File: src/rtl/status_value_vector_pkg.sv
// Shared helpers for status_value_vector_fifo: log2 sizing and
// pointer stepping with wrap at an arbitrary (non power-of-two) depth.
package status_value_vector_pkg;

  function automatic int unsigned clog2(input int unsigned n);
    int unsigned r;
    r = 0;
    while ((32'd1 << r) < n) r++;
    return r;
  endfunction

  function automatic int unsigned ptr_width(input int unsigned depth);
    return (clog2(depth) < 1) ? 1 : clog2(depth);
  endfunction

  // Wraps explicitly so depths that are not a power of two work.
  function automatic int unsigned ptr_step(input int unsigned ptr,
                                           input int unsigned depth,
                                           input bit          dec);
    if (dec) return (ptr == 0) ? depth - 1 : ptr - 1;
    else     return (ptr == depth - 1) ? 0 : ptr + 1;
  endfunction

endpackage

File: src/rtl/status_value_vector_fifo_svv_storage.sv
// DEPTH x WIDTH status register array: one push write port, one set write port.
// STATUS_VALUE_VECTOR_MEM_RESET_EN adds an asynchronous clear of every entry.
module svv_storage #(
  parameter int DEPTH = 8,
  parameter int WIDTH = 8,
  parameter int PW    = 3
) (
  input  logic             clk_i,
  input  logic             rsn_i,
  input  logic             push_we,
  input  logic [PW-1:0]    push_addr,
  input  logic [WIDTH-1:0] push_data,
  input  logic             set_we,
  input  logic [PW-1:0]    set_addr,
  input  logic [WIDTH-1:0] set_data,
  input  logic [PW-1:0]    rd_addr,
  output logic [WIDTH-1:0] rd_data
);

  logic [WIDTH-1:0] status_vector_q [DEPTH];

  // Push and set never hit the same slot in one cycle, so no priority is needed.
`ifdef STATUS_VALUE_VECTOR_MEM_RESET_EN
  always_ff @(posedge clk_i or negedge rsn_i) begin
    if (!rsn_i) begin
      for (int i = 0; i < DEPTH; i++) status_vector_q[i] <= '0;
    end else begin
      if (push_we) status_vector_q[push_addr] <= push_data;
      if (set_we)  status_vector_q[set_addr]  <= set_data;
    end
  end
`else
  always_ff @(posedge clk_i) begin
    if (push_we) status_vector_q[push_addr] <= push_data;
    if (set_we)  status_vector_q[set_addr]  <= set_data;
  end
`endif

  assign rd_data = status_vector_q[rd_addr];

endmodule

File: src/rtl/status_value_vector_fifo.sv
// Status FIFO with in-place update of the newest entry (set path, SET_EN).
// STATUS_VALUE_VECTOR_MEM_RESET_EN selects whether storage is cleared on reset.
module status_value_vector_fifo
  import status_value_vector_pkg::*;
#(
  parameter int DEPTH  = 8,
  parameter int WIDTH  = 8,
  parameter bit SET_EN = 1'b1
) (
  input  logic             clk_i,
  input  logic             rsn_i,
  input  logic             push_i,
  input  logic             pull_i,
  input  logic [WIDTH-1:0] value_i,
  output logic [WIDTH-1:0] value_o,
  output logic             valid_o,
  output logic             full_o,
  input  logic             set_i,
  input  logic [WIDTH-1:0] set_value_i
);

  localparam int PW = ptr_width(DEPTH);
  localparam int CW = clog2(DEPTH + 1);

  logic [PW-1:0]    rd_ptr, wr_ptr;
  logic [PW-1:0]    rd_ptr_inc, wr_ptr_inc, wr_ptr_dec;
  logic [CW-1:0]    count;
  logic             push_ok, pull_ok, set_ok;
  logic [WIDTH-1:0] head;

  assign valid_o = (count != '0);
  assign full_o  = (count == CW'(DEPTH));

  assign pull_ok = pull_i && valid_o;
  assign push_ok = push_i && (!full_o || pull_ok);
  assign set_ok  = SET_EN && set_i && valid_o;

  assign rd_ptr_inc = PW'(ptr_step(32'(rd_ptr), DEPTH, 1'b0));
  assign wr_ptr_inc = PW'(ptr_step(32'(wr_ptr), DEPTH, 1'b0));
  assign wr_ptr_dec = PW'(ptr_step(32'(wr_ptr), DEPTH, 1'b1));

  always_ff @(posedge clk_i or negedge rsn_i) begin
    if (!rsn_i) begin
      rd_ptr <= '0;
      wr_ptr <= '0;
      count  <= '0;
    end else begin
      if (pull_ok) rd_ptr <= rd_ptr_inc;
      if (push_ok) wr_ptr <= wr_ptr_inc;
      case ({push_ok, pull_ok})
        2'b10:   count <= count + 1'b1;
        2'b01:   count <= count - 1'b1;
        default: count <= count;
      endcase
    end
  end

  svv_storage #(
    .DEPTH (DEPTH),
    .WIDTH (WIDTH),
    .PW    (PW)
  ) u_storage (
    .clk_i     (clk_i),
    .rsn_i     (rsn_i),
    .push_we   (push_ok),
    .push_addr (wr_ptr),
    .push_data (value_i),
    .set_we    (set_ok),
    .set_addr  (wr_ptr_dec),
    .set_data  (set_value_i),
    .rd_addr   (rd_ptr),
    .rd_data   (head)
  );

  // Masking the head when empty hides whether storage was ever reset.
  assign value_o = valid_o ? head : '0;

endmodule

File: config.mk
export PLATFORM = sky130hd
export DESIGN_NAME = status_value_vector_fifo
export DESIGN_NICKNAME = d
export VERILOG_FILES = /design/src/rtl/status_value_vector_pkg.sv /design/src/rtl/status_value_vector_fifo_svv_storage.sv /design/src/rtl/status_value_vector_fifo.sv
export SDC_FILE = /design/constraint.sdc
export NUM_CORES = 1
export LEC_CHECK = 0
export BUFFER_PORTS_ARGS = -buffer_cell sky130_fd_sc_hd__clkbuf_2
export CAP_MARGIN = 20
export CELL_PAD_IN_SITES_DETAIL_PLACEMENT = 1
export CELL_PAD_IN_SITES_GLOBAL_PLACEMENT = 2
export CORE_AREA = 2 2 94 96
export CTS_BUF_LIST = sky130_fd_sc_hd__clkbuf_4 sky130_fd_sc_hd__clkbuf_8
export DETAILED_ROUTE_END_ITERATION = 8
export DIE_AREA = 0 0 96 98
export PLACE_DENSITY = 0.92
export SLEW_MARGIN = 20
export SYNTH_ARGS = -nofsm -noshare
export SYNTH_HDL_FRONTEND = slang
export SYNTH_SLANG_ARGS = --single-unit
export TNS_END_PERCENT = 10
File: constraint.sdc
create_clock -name clk_i -period 4 [get_ports clk_i]
set_input_delay 0.4 -clock clk_i [delete_from_list [all_inputs] [get_ports clk_i]]
set_output_delay 0.4 -clock clk_i [all_outputs]
set_load 0.01 [all_outputs]
==> metrics.cfg, run 1 <==
[floorplanning]
fp.coreArea_um2=8470
die_w_um=96
num_rows=34
die_y_um=98
start_util=0.474
die_area_um2=9410
ios=31

[timing]
fin_crit_ns=3.09
fin_crit_sh=0.772
tns_ns=0
drv_slew=0
slew_headroom=0.315
hold_viol_final=0
holdWs_ns=0.419
finClkSkew_ns=0.0124
fmax_mhz=324
finalSetupViolCount=0
rsz0062_at_grt=false
worstMarginPinSlew_ns=1.03

[cells_and_area]
fin_nets=317
utilization=0.524
stdcell_count=400
seqCellArea_um2=2170
antennaDiodeCount=0
drive_gt1_frac=0.486
n_fill_cell=831
area_delta_synth_final_pct=10.5
multiInputGateArea_um2=1740

[synthesis]
yosys_warnings=0
synth.net_count=283
synth.distinct_cells=39
synthCells=253
netlist_area_um2=4010
ys.flop_type=edfxtp_1
ys_seq_area_frac=0.541
avgSynthCellArea_um2=15.9
ys_ff_latch=74
async_flop_share=0.135
synth-edff-count=64

[detailed_routing]
finalWirelength_um=9590
drc=0
first_pass_iters=4
vias=2324
drtAntennaViolNets=0
wl_per_cell_um=24.0
first_iter_violations=117
vias_per_cell=5.81

[setup_path]
crit_type=reg2reg
reg2reg_depth=6
arrival_ns=3.07
end_kind=flip-flop
r2r_start=wr_ptr[0]$_DFFE_PN0P_
critPathRequiredTime_ns=3.98
cp-start-kind=flip-flop
r2r_end=u_storage.status_vector_q[4][4]$_DFFE_PP_
r2r_slack_ns=0.91
path_max_fanout=9

[clock_network]
clk_pin_slew_ns=0.09
postCtsSetupBuffers=0
clockBufferDepth=2
cts_tree=built
clock_latency_ns=0.37
clock-sinks=74
cts_made_buffers=9
cts_root_buf=clkbuf_8
htreeDepth=3

[global_route]
grt_pass1_wl_um=14600
grt.overflow.total=0
grt_pass1_vias=2490
antenna_found_initial=0
grt_start_max_net_pins=20
track_usage=0.220

[power]
pwr_density_cell_nw_per_um2=770
ir_worst_vdd_mv=0.290
p_leak_nw=1.65

[place]
dp_hpwl_um=6270
place_inst=382
gp_congestion=0.772
port_buffers=30

[hold_path]
hold_path_startpoint=push_i
min_to=wr_ptr[1]$_DFFE_PN0P_
min_path_cells=3
hp-class=in2reg

[outcome]
outcome=complete, no violations

[job]
maxCapViolCount=0

synthesized netlist by cell type (all sizes together) (2+ instances only):
master  number  area (um^2)
edfxtp      64         1920
mux2        68          766
o21ai        6         33.8
o21bai       5         37.5
and2         2         12.5
mux4        16          360
a21o         2         15.0
inv          6         22.5
o31ai        3         22.5
nor2        10         37.5
clkbuf       4         16.3
dfrtp       10          250
and3         2         12.5
nand2b       2         12.5
nor3         3         15.0
nand2        8         45.0
mux2i        8         80.1
ha           9          113
xor2         4         35.0
buf          9         68.8
metal layers:
layer | up-vias | track usage | wire length, um
li1 | 1063 | - | -
met4 | 0 | 0.0648 | 114
met3 | 11 | 0.0417 | 267
met5 | - | 0 | 0
met1 | 1216 | 0.287 | 4100
met2 | 34 | 0.372 | 5110
layout by cell type, fill, tap and decap left out, types with 2 or more instances in the layout:
master,instances
mux2_2,66
edfxtp_1,64
clkbuf_2,30
mux4_2,16
nor2_1,10
dfrtp_1,10
ha_1,9
clkbuf_8,9
mux2i_1,8
nand2_1,6
o21bai_1,5
inv_1,5
xor2_1,4
buf_4,4
nor3_1,3
o31ai_1,3
o21ai_0,3
and3_1,2
mux2_1,2
nand2_4,2
and2_1,2
o21ai_2,2
nand2b_1,2
a21o_1,2
clkinv_4,2
clkinv_2,2
clkinvlp_4,2
registers in the layout (all words and copies together), names as in the netlist:
signal,count
count,4
rd_ptr,3
u_storage.status_vector_q,64
wr_ptr,3
worst max path at each step:
stage / from / cells past startpoint / end
after floorplan: count[1]$_DFFE_PN0P_ / 10 / count[2]$_DFFE_PN0P_
after global placement: wr_ptr[0]$_DFFE_PN0P_ / 6 / u_storage.status_vector_q[4][2]$_DFFE_PP_
after detailed placement: wr_ptr[0]$_DFFE_PN0P_ / 6 / u_storage.status_vector_q[4][2]$_DFFE_PP_
after CTS: wr_ptr[0]$_DFFE_PN0P_ / 6 / u_storage.status_vector_q[4][4]$_DFFE_PP_
after global routing: wr_ptr[0]$_DFFE_PN0P_ / 6 / u_storage.status_vector_q[4][4]$_DFFE_PP_
final: wr_ptr[0]$_DFFE_PN0P_ / 6 / u_storage.status_vector_q[4][4]$_DFFE_PP_
repair_timing:
action | 4_1_cts | 5_1_grt
hold buffers | 1 | 0
gates resized for setup | 0 | 0
endpoints found under the hold margin | 10 | 0
final cells by class:
type,count,share of cell area
Clock buffer,9,0.0279
Inverter,6,0.00508
Multi-Input combinational cell,160,0.392
Sequential cell,74,0.490
Timing Repair Buffer,36,0.0446
Clock inverter,7,0.0104
Tap cell,108,0.0305
kinds of logic (layout without fill, tap and decap cells):
group | Yosys count | in the layout | share of synthesized area
buffers and inverters | 19 | 58 | 0.0268
AND/OR/NAND/NOR | 37 | 37 | 0.0639
XOR/XNOR | 5 | 5 | 0.0109
multiplexers | 92 | 92 | 0.301
AO/OA/AOI/OAI | 17 | 17 | 0.0284
flip-flops | 74 | 74 | 0.541
adder cells (fa/ha/maj) | 9 | 9 | 0.0281
power breakdown:
part           total [mW]  internal, mW  switching, mW
logic                1.51         0.687          0.818
registers            1.39          1.18          0.202
clock network       0.524         0.222          0.302
critical path, cell delays in order (launching register included):
cell and delay (ns):
dfrtp_1 0.52, inv_1 0.14, ha_1 0.22, ha_1 0.29
nor3b_1 0.36, and4b_1 0.63, o21bai_1 0.54
through the flow:
step                cell area, um^2  power (mW)  setup slack, ns
floorplan                      4010        2.42             1.43
global placement               4240        2.84            0.996
detailed placement             4240        2.92            0.894
CTS                            4420        3.43            0.871
global route                   4430        3.60            0.739
finish                         4430        3.42            0.911
(Power assumes the default switching activity.)
==> run 2, diff against run 1 <==
--- a/config.mk
+++ b/config.mk
@@ -9,11 +9,11 @@
 export CAP_MARGIN = 20
 export CELL_PAD_IN_SITES_DETAIL_PLACEMENT = 1
 export CELL_PAD_IN_SITES_GLOBAL_PLACEMENT = 2
-export CORE_AREA = 2 2 94 96
+export CORE_AREA = 2 2 102 104
 export CTS_BUF_LIST = sky130_fd_sc_hd__clkbuf_4 sky130_fd_sc_hd__clkbuf_8
 export DETAILED_ROUTE_END_ITERATION = 8
-export DIE_AREA = 0 0 96 98
-export PLACE_DENSITY = 0.92
+export DIE_AREA = 0 0 104 106
+export PLACE_DENSITY = 0.84
 export SLEW_MARGIN = 20
 export SYNTH_ARGS = -nofsm -noshare
 export SYNTH_HDL_FRONTEND = slang
==> constraint.sdc (replaced) <==
create_clock -name clk_i -period 2.6 [get_ports clk_i]
set_input_delay 0.26 -clock clk_i [delete_from_list [all_inputs] [get_ports clk_i]]
set_output_delay 0.26 -clock clk_i [all_outputs]
set_load 0.01 [all_outputs]
==> run 2 against run 1 <==
Non-clock buffer count up 26. Critical path depth up 3. Design area up 6.8%. Flip-flop and latch count unchanged. Combinational power up 79%. Clock skew down 0.0042 ns. Final cell count up 14%. Worst hold slack worse by 0.094 ns. Global-route usage down 2.6 points. Critical path type unchanged.
==> metrics.cfg, run 2 (same netlist as run 1, synthesis figures left out) <==
[outcome]
outcome=complete, no violations

[clock_network]
clockBufferDepth=2
cts_tree=built
cts_root_buf=clkbuf_8
cts_made_buffers=9
postCtsSetupBuffers=0
htreeDepth=3
clock_latency_ns=0.34
clock-sinks=74
clk_pin_slew_ns=0.08

[timing]
worstMarginPinSlew_ns=0.705
tns_ns=0
hold_viol_final=0
fin_crit_sh=0.944
holdWs_ns=0.325
slew_headroom=0.530
finClkSkew_ns=0.00815
fin_crit_ns=2.45
fmax_mhz=407
drv_slew=0
finalSetupViolCount=0
rsz0062_at_grt=false

[cells_and_area]
fin_nets=343
antennaDiodeCount=0
drive_gt1_frac=0.538
n_fill_cell=1044
area_delta_synth_final_pct=18.0
utilization=0.473
stdcell_count=454
layout_common_cells=mux2_2, edfxtp_1, clkbuf_2
final_common_cell=mux2_2
largest_register_ffs=64
largestRegisters=u_storage.status_vector_q (64), count (4)
regMostFlops=u_storage.status_vector_q

[detailed_routing]
first_pass_iters=4
first_iter_violations=130
vias_per_cell=5.30
drc=0
vias=2406
finalWirelength_um=9730
wl_per_cell_um=21.4
drtAntennaViolNets=0

[global_route]
grt.overflow.total=0
grt_start_max_net_pins=20
track_usage=0.194
grt_pass1_wl_um=15700
antenna_found_initial=0
grt_pass1_vias=2671

[floorplanning]
ios=31
num_rows=37
die_area_um2=11000
die_w_um=104
start_util=0.401
fp.coreArea_um2=10000
die_y_um=106

[setup_path]
r2r_end=count[2]$_DFFE_PN0P_
crit_type=reg2reg
end_kind=flip-flop
reg2reg_depth=9
path_max_fanout=3
arrival_ns=2.72
r2r_slack_ns=0.15
critPathRequiredTime_ns=2.86
cp-start-kind=flip-flop
r2r_start=count[1]$_DFFE_PN0P_

[place]
gp_congestion=0.759
port_buffers=30
dp_hpwl_um=6680
place_inst=437

[power]
ir_worst_vdd_mv=0.401
pwr_density_cell_nw_per_um2=1180
p_leak_nw=1.81

[hold_path]
hp-class=in2async

[job]
maxCapViolCount=0

-- run 2: changes by cell type in the layout (fill, tap and decap cells not counted), sizes merged --
cell,change
bufinv,+1
clkinv,-2
buf,+27
-- run 2: stage by stage --
step	total power [mW]	area (um^2)	setup slack (ns)
floorplan	3.73	4010	0.0317
global placement	4.64	4510	0.249
detailed placement	4.73	4510	0.133
CTS	5.65	4710	0.113
global route	5.97	4730	0.000343
finish	5.59	4730	0.145
-- run 2: layout make-up --
type                       instances  area [um^2]  share of cell area
timing repair buffer              62          418              0.0883
inverter                           6         22.5             0.00476
tap                              136          170              0.0359
multi-input combinational        160         1750               0.370
sequential                        74         2170               0.459
clock inverter                     6         67.6              0.0143
clock buffer                      10          131              0.0277
-- run 2: timing repair --
| item | in CTS | in global routing |
|---|---|---|
| hold buffers | 1 | 0 |
| resized for setup | 0 | 4 |
| endpoints found under the setup margin | 0 | 2 |
| endpoints found under the hold margin | 10 | 0 |
-- run 2: metal layers --
layer / global-route usage / up-vias / share of wire
li1: - / 1115 / -
met1: 0.263 / 1230 / 0.44
met3: 0.0276 / 8 / 0.043
met5: 0 / - / 0
met2: 0.320 / 53 / 0.50
met4: 0.0695 / 0 / 0.015
-- run 2: how the worst max path moves through the flow --
stage                          start                                   endpoint  slack (ns)  cells past startpoint
2_1_floorplan   count[1]$_DFFE_PN0P_                       count[2]$_DFFE_PN0P_        0.03                     10
3_3_place_gp    count[1]$_DFFE_PN0P_                       count[2]$_DFFE_PN0P_        0.25                     12
3_5_place_dp    count[1]$_DFFE_PN0P_                       count[2]$_DFFE_PN0P_        0.13                     12
4_1_cts         count[1]$_DFFE_PN0P_                       count[2]$_DFFE_PN0P_        0.11                     12
5_1_grt        wr_ptr[0]$_DFFE_PN0P_  u_storage.status_vector_q[7][6]$_DFFE_PP_      0.0003                      7
6_report        count[1]$_DFFE_PN0P_                       count[2]$_DFFE_PN0P_        0.15                      9
-- run 2: worst max-delay path, stage by stage (launching register included) --
cell and delay (ns):
dfrtp_1 0.39, or4b_2 0.73, o21ai_4 0.19, ha_1 0.21, xor2_1 0.20, ha_1 0.20
a21oi_2 0.04, xor2_1 0.14, nor2_1 0.11, xor2_1 0.16
-- run 2: power by group --
| group | internal, mW | total [mW] | switching, mW |
|---|---|---|---|
| Clock | 0.456 | 0.900 | 0.444 |
| Combinational | 1.29 | 2.70 | 1.41 |
| Sequential | 1.82 | 1.99 | 0.176 |
==> run 3, diff against run 2 <==
--- a/config.mk
+++ b/config.mk
@@ -5,15 +5,16 @@
 export SDC_FILE = /design/constraint.sdc
 export NUM_CORES = 1
 export LEC_CHECK = 0
+export ABC_AREA = 1
 export BUFFER_PORTS_ARGS = -buffer_cell sky130_fd_sc_hd__clkbuf_2
 export CAP_MARGIN = 20
 export CELL_PAD_IN_SITES_DETAIL_PLACEMENT = 1
 export CELL_PAD_IN_SITES_GLOBAL_PLACEMENT = 2
-export CORE_AREA = 2 2 102 104
+export CORE_AREA = 2 2 112 114
 export CTS_BUF_LIST = sky130_fd_sc_hd__clkbuf_4 sky130_fd_sc_hd__clkbuf_8
 export DETAILED_ROUTE_END_ITERATION = 8
-export DIE_AREA = 0 0 104 106
-export PLACE_DENSITY = 0.84
+export DIE_AREA = 0 0 114 116
+export PLACE_DENSITY = 0.83
 export SLEW_MARGIN = 20
 export SYNTH_ARGS = -nofsm -noshare
 export SYNTH_HDL_FRONTEND = slang
==> run 3 against run 2 <==
Via count rose by 41%. Largest cell class unchanged. Routed wire length is 35% higher. Utilization is 9.8 points lower. Die area increased by 20%. Clock skew decreased by 0.0025 ns. Critical endpoint is now value_o[3]. Combinational power decreased by 5%. Global-route usage grew 1.1 points. Area after synthesis increased by 1.8%. Flip-flop and latch count stayed put.
==> metrics.cfg, run 3 <==
[setup_path]
crit_chain=inv_1, o21ai_0, o22ai_1, nor2_1, nor2_1, clkbuf_2
cpPeakStageDelay_ns=0.61
path_max_fanout=18
reg2reg_depth=8
critical_path_depth=6
crit_path_top_delay_cell=dfrtp_1
critPathRequiredTime_ns=2.34
crit_buf_inv=2
end_kind=primary output
path_common_cell=nor2_1
cp-start-kind=flip-flop
critPathTopFamily=flip-flops
crit_type=reg2out
arrival_ns=2.23

[outcome]
outcome=complete, no violations

[power]
finalPower_mw=5.56
ir_worst_vdd_mv=0.492
p_leak_nw=1.93
pwr_density_cell_nw_per_um2=1250

[timing]
rsz0062_at_grt=false
fin_crit_ns=2.49
finalSetupViolCount=0
tns_ns=0
holdWs_ns=0.226
worstMarginPinSlew_ns=0.781
fin_crit_sh=0.958
drv_slew=0
hold_viol_final=0
slew_headroom=0.476
finClkSkew_ns=0.00567
fmax_mhz=401

[synthesis]
synth.net_count=492
synthCells=462
yosys_warnings=0
ys_seq_area_frac=0.532
avgSynthCellArea_um2=8.84
synthTopCellsByCount=nand2_1, nor2_1, o21ai_1
async_flop_share=0.135
netlist_area_um2=4080
synth.top_cell.area_share=0.471
yosysMostFrequentCell=nand2_1
yosys.area.top_type=edfxtp_1
synth.distinct_cells=25
ys_ff_latch=74
synth-edff-count=64
synth.area.top_cells=edfxtp_1, nand2_1, o21ai_1, nor2_1, dfrtp_1
ys.flop_type=edfxtp_1

[cells_and_area]
antennaDiodeCount=0
area_delta_synth_final_pct=9.41
drive_gt1_frac=0.128
stdcell_count=631
utilization=0.375
largestRegisters=u_storage.status_vector_q (64), count (4)
regMostFlops=u_storage.status_vector_q
final_common_cell=nand2_1
largest_register_ffs=64
fin_nets=510
layout_common_cells=nand2_1, nor2_1, o21ai_1

[global_route]
grt_start_max_net_pins=35
antenna_found_initial=0
grt.overflow.total=0
grt_pass1_wl_um=19600
track_usage=0.205
grt_pass1_vias=3373

[clock_network]
postCtsSetupBuffers=0
htreeDepth=3
clk_pin_slew_ns=0.07
cts_made_buffers=9
cts_tree=built
clockBufferDepth=2
cts_root_buf=clkbuf_8
clock_latency_ns=0.36
clock-sinks=74

[floorplanning]
die_area_um2=13200
num_rows=40
start_util=0.343
fp.coreArea_um2=11900
ios=31
die_y_um=116
die_w_um=114

[detailed_routing]
vias_per_cell=5.36
first_iter_violations=299
drc=0
wl_per_cell_um=20.9
drtAntennaViolNets=0
vias=3381
first_pass_iters=5
finalWirelength_um=13200

[place]
gp_congestion=0.861
dp_hpwl_um=9460
place_inst=615
port_buffers=30

[hold_path]
min_path_cells=4
hp-class=in2reg

[job]
maxCapViolCount=0

-- run 3: worst reg2reg max path, delay by kind of cell, from the launching register on --
kind | cells | cell delay (ns)
DFF | 1 | 0.42
buffers and inverters | 2 | 0.22
AOI/OAI and AO/OA | 1 | 0.41
and+or+nand+nor | 3 | 0.41
adders and majority gates | 2 | 0.54
-- run 3: final cells by class --
type	instances	area (um^2)
Tap cell	147	184
Clock inverter	5	46.3
Clock buffer	10	131
Multi-Input combinational cell	332	1640
Sequential cell	74	2170
Inverter	27	101
Fill cell	1438	7440
Timing Repair Buffer	36	198
-- run 3: what timing repair did --
item / in CTS / in global routing
endpoints found under the setup margin: 0 / 32
gates resized for setup: 0 / 5
hold endpoints to repair: 10 / 0
hold buffers: 1 / 0
-- run 3: cells by family (layout without fill, tap and decap cells) --
| kind of cell | after synthesis | after routing | share of synthesized area |
|---|---|---|---|
| xor gates and xnor gates | 3 | 3 | 0.00643 |
| DFF | 74 | 74 | 0.532 |
| adders and majority gates | 9 | 9 | 0.0276 |
| buffers and inverters | 56 | 78 | 0.0714 |
| AOI/OAI and AO/OA | 127 | 127 | 0.163 |
| and+or+nand+nor | 193 | 193 | 0.200 |
-- run 3: routing by layer --
metal | global-route usage | vias up | share of wire
li1 | - | 1614 | -
met1 | 0.260 | 1645 | 0.44
met2 | 0.349 | 95 | 0.49
met3 | 0.0340 | 27 | 0.045
met4 | 0.0846 | 0 | 0.031
met5 | 0 | - | 0
-- run 3: worst paths after layout --
path	from	endpoint	slack (ns)
max in group asynchronous	rsn_i	rd_ptr[2]$_DFFE_PN0P_	2.01
setup / recovery	rd_ptr[1]$_DFFE_PN0P_	value_o[3]	0.11
setup reg to reg	wr_ptr[0]$_DFFE_PN0P_	u_storage.status_vector_q[6][2]$_DFFE_PP_	0.23
hold / removal	pull_i	rd_ptr[2]$_DFFE_PN0P_	0.23
min in group asynchronous	rsn_i	wr_ptr[1]$_DFFE_PN0P_	0.34
hold reg to reg	count[2]$_DFFE_PN0P_	count[2]$_DFFE_PN0P_	0.58
-- run 3: stage by stage --
stage,setup WS (ns),instance area [um^2]
finish,0.108,4470
global route,0.0270,4470
CTS,0.0894,4450
detailed placement,0.130,4270
global placement,0.277,4270
floorplan,0.388,4080
-- run 3: where the power goes --
group	leakage [nW]	switching (mW)	total [mW]	internal (mW)
Combinational	1.13	1.79	2.57	0.778
Clock	0.0921	0.433	0.871	0.438
Sequential	0.708	0.269	2.13	1.86
Total	1.93	2.49	5.56	3.07
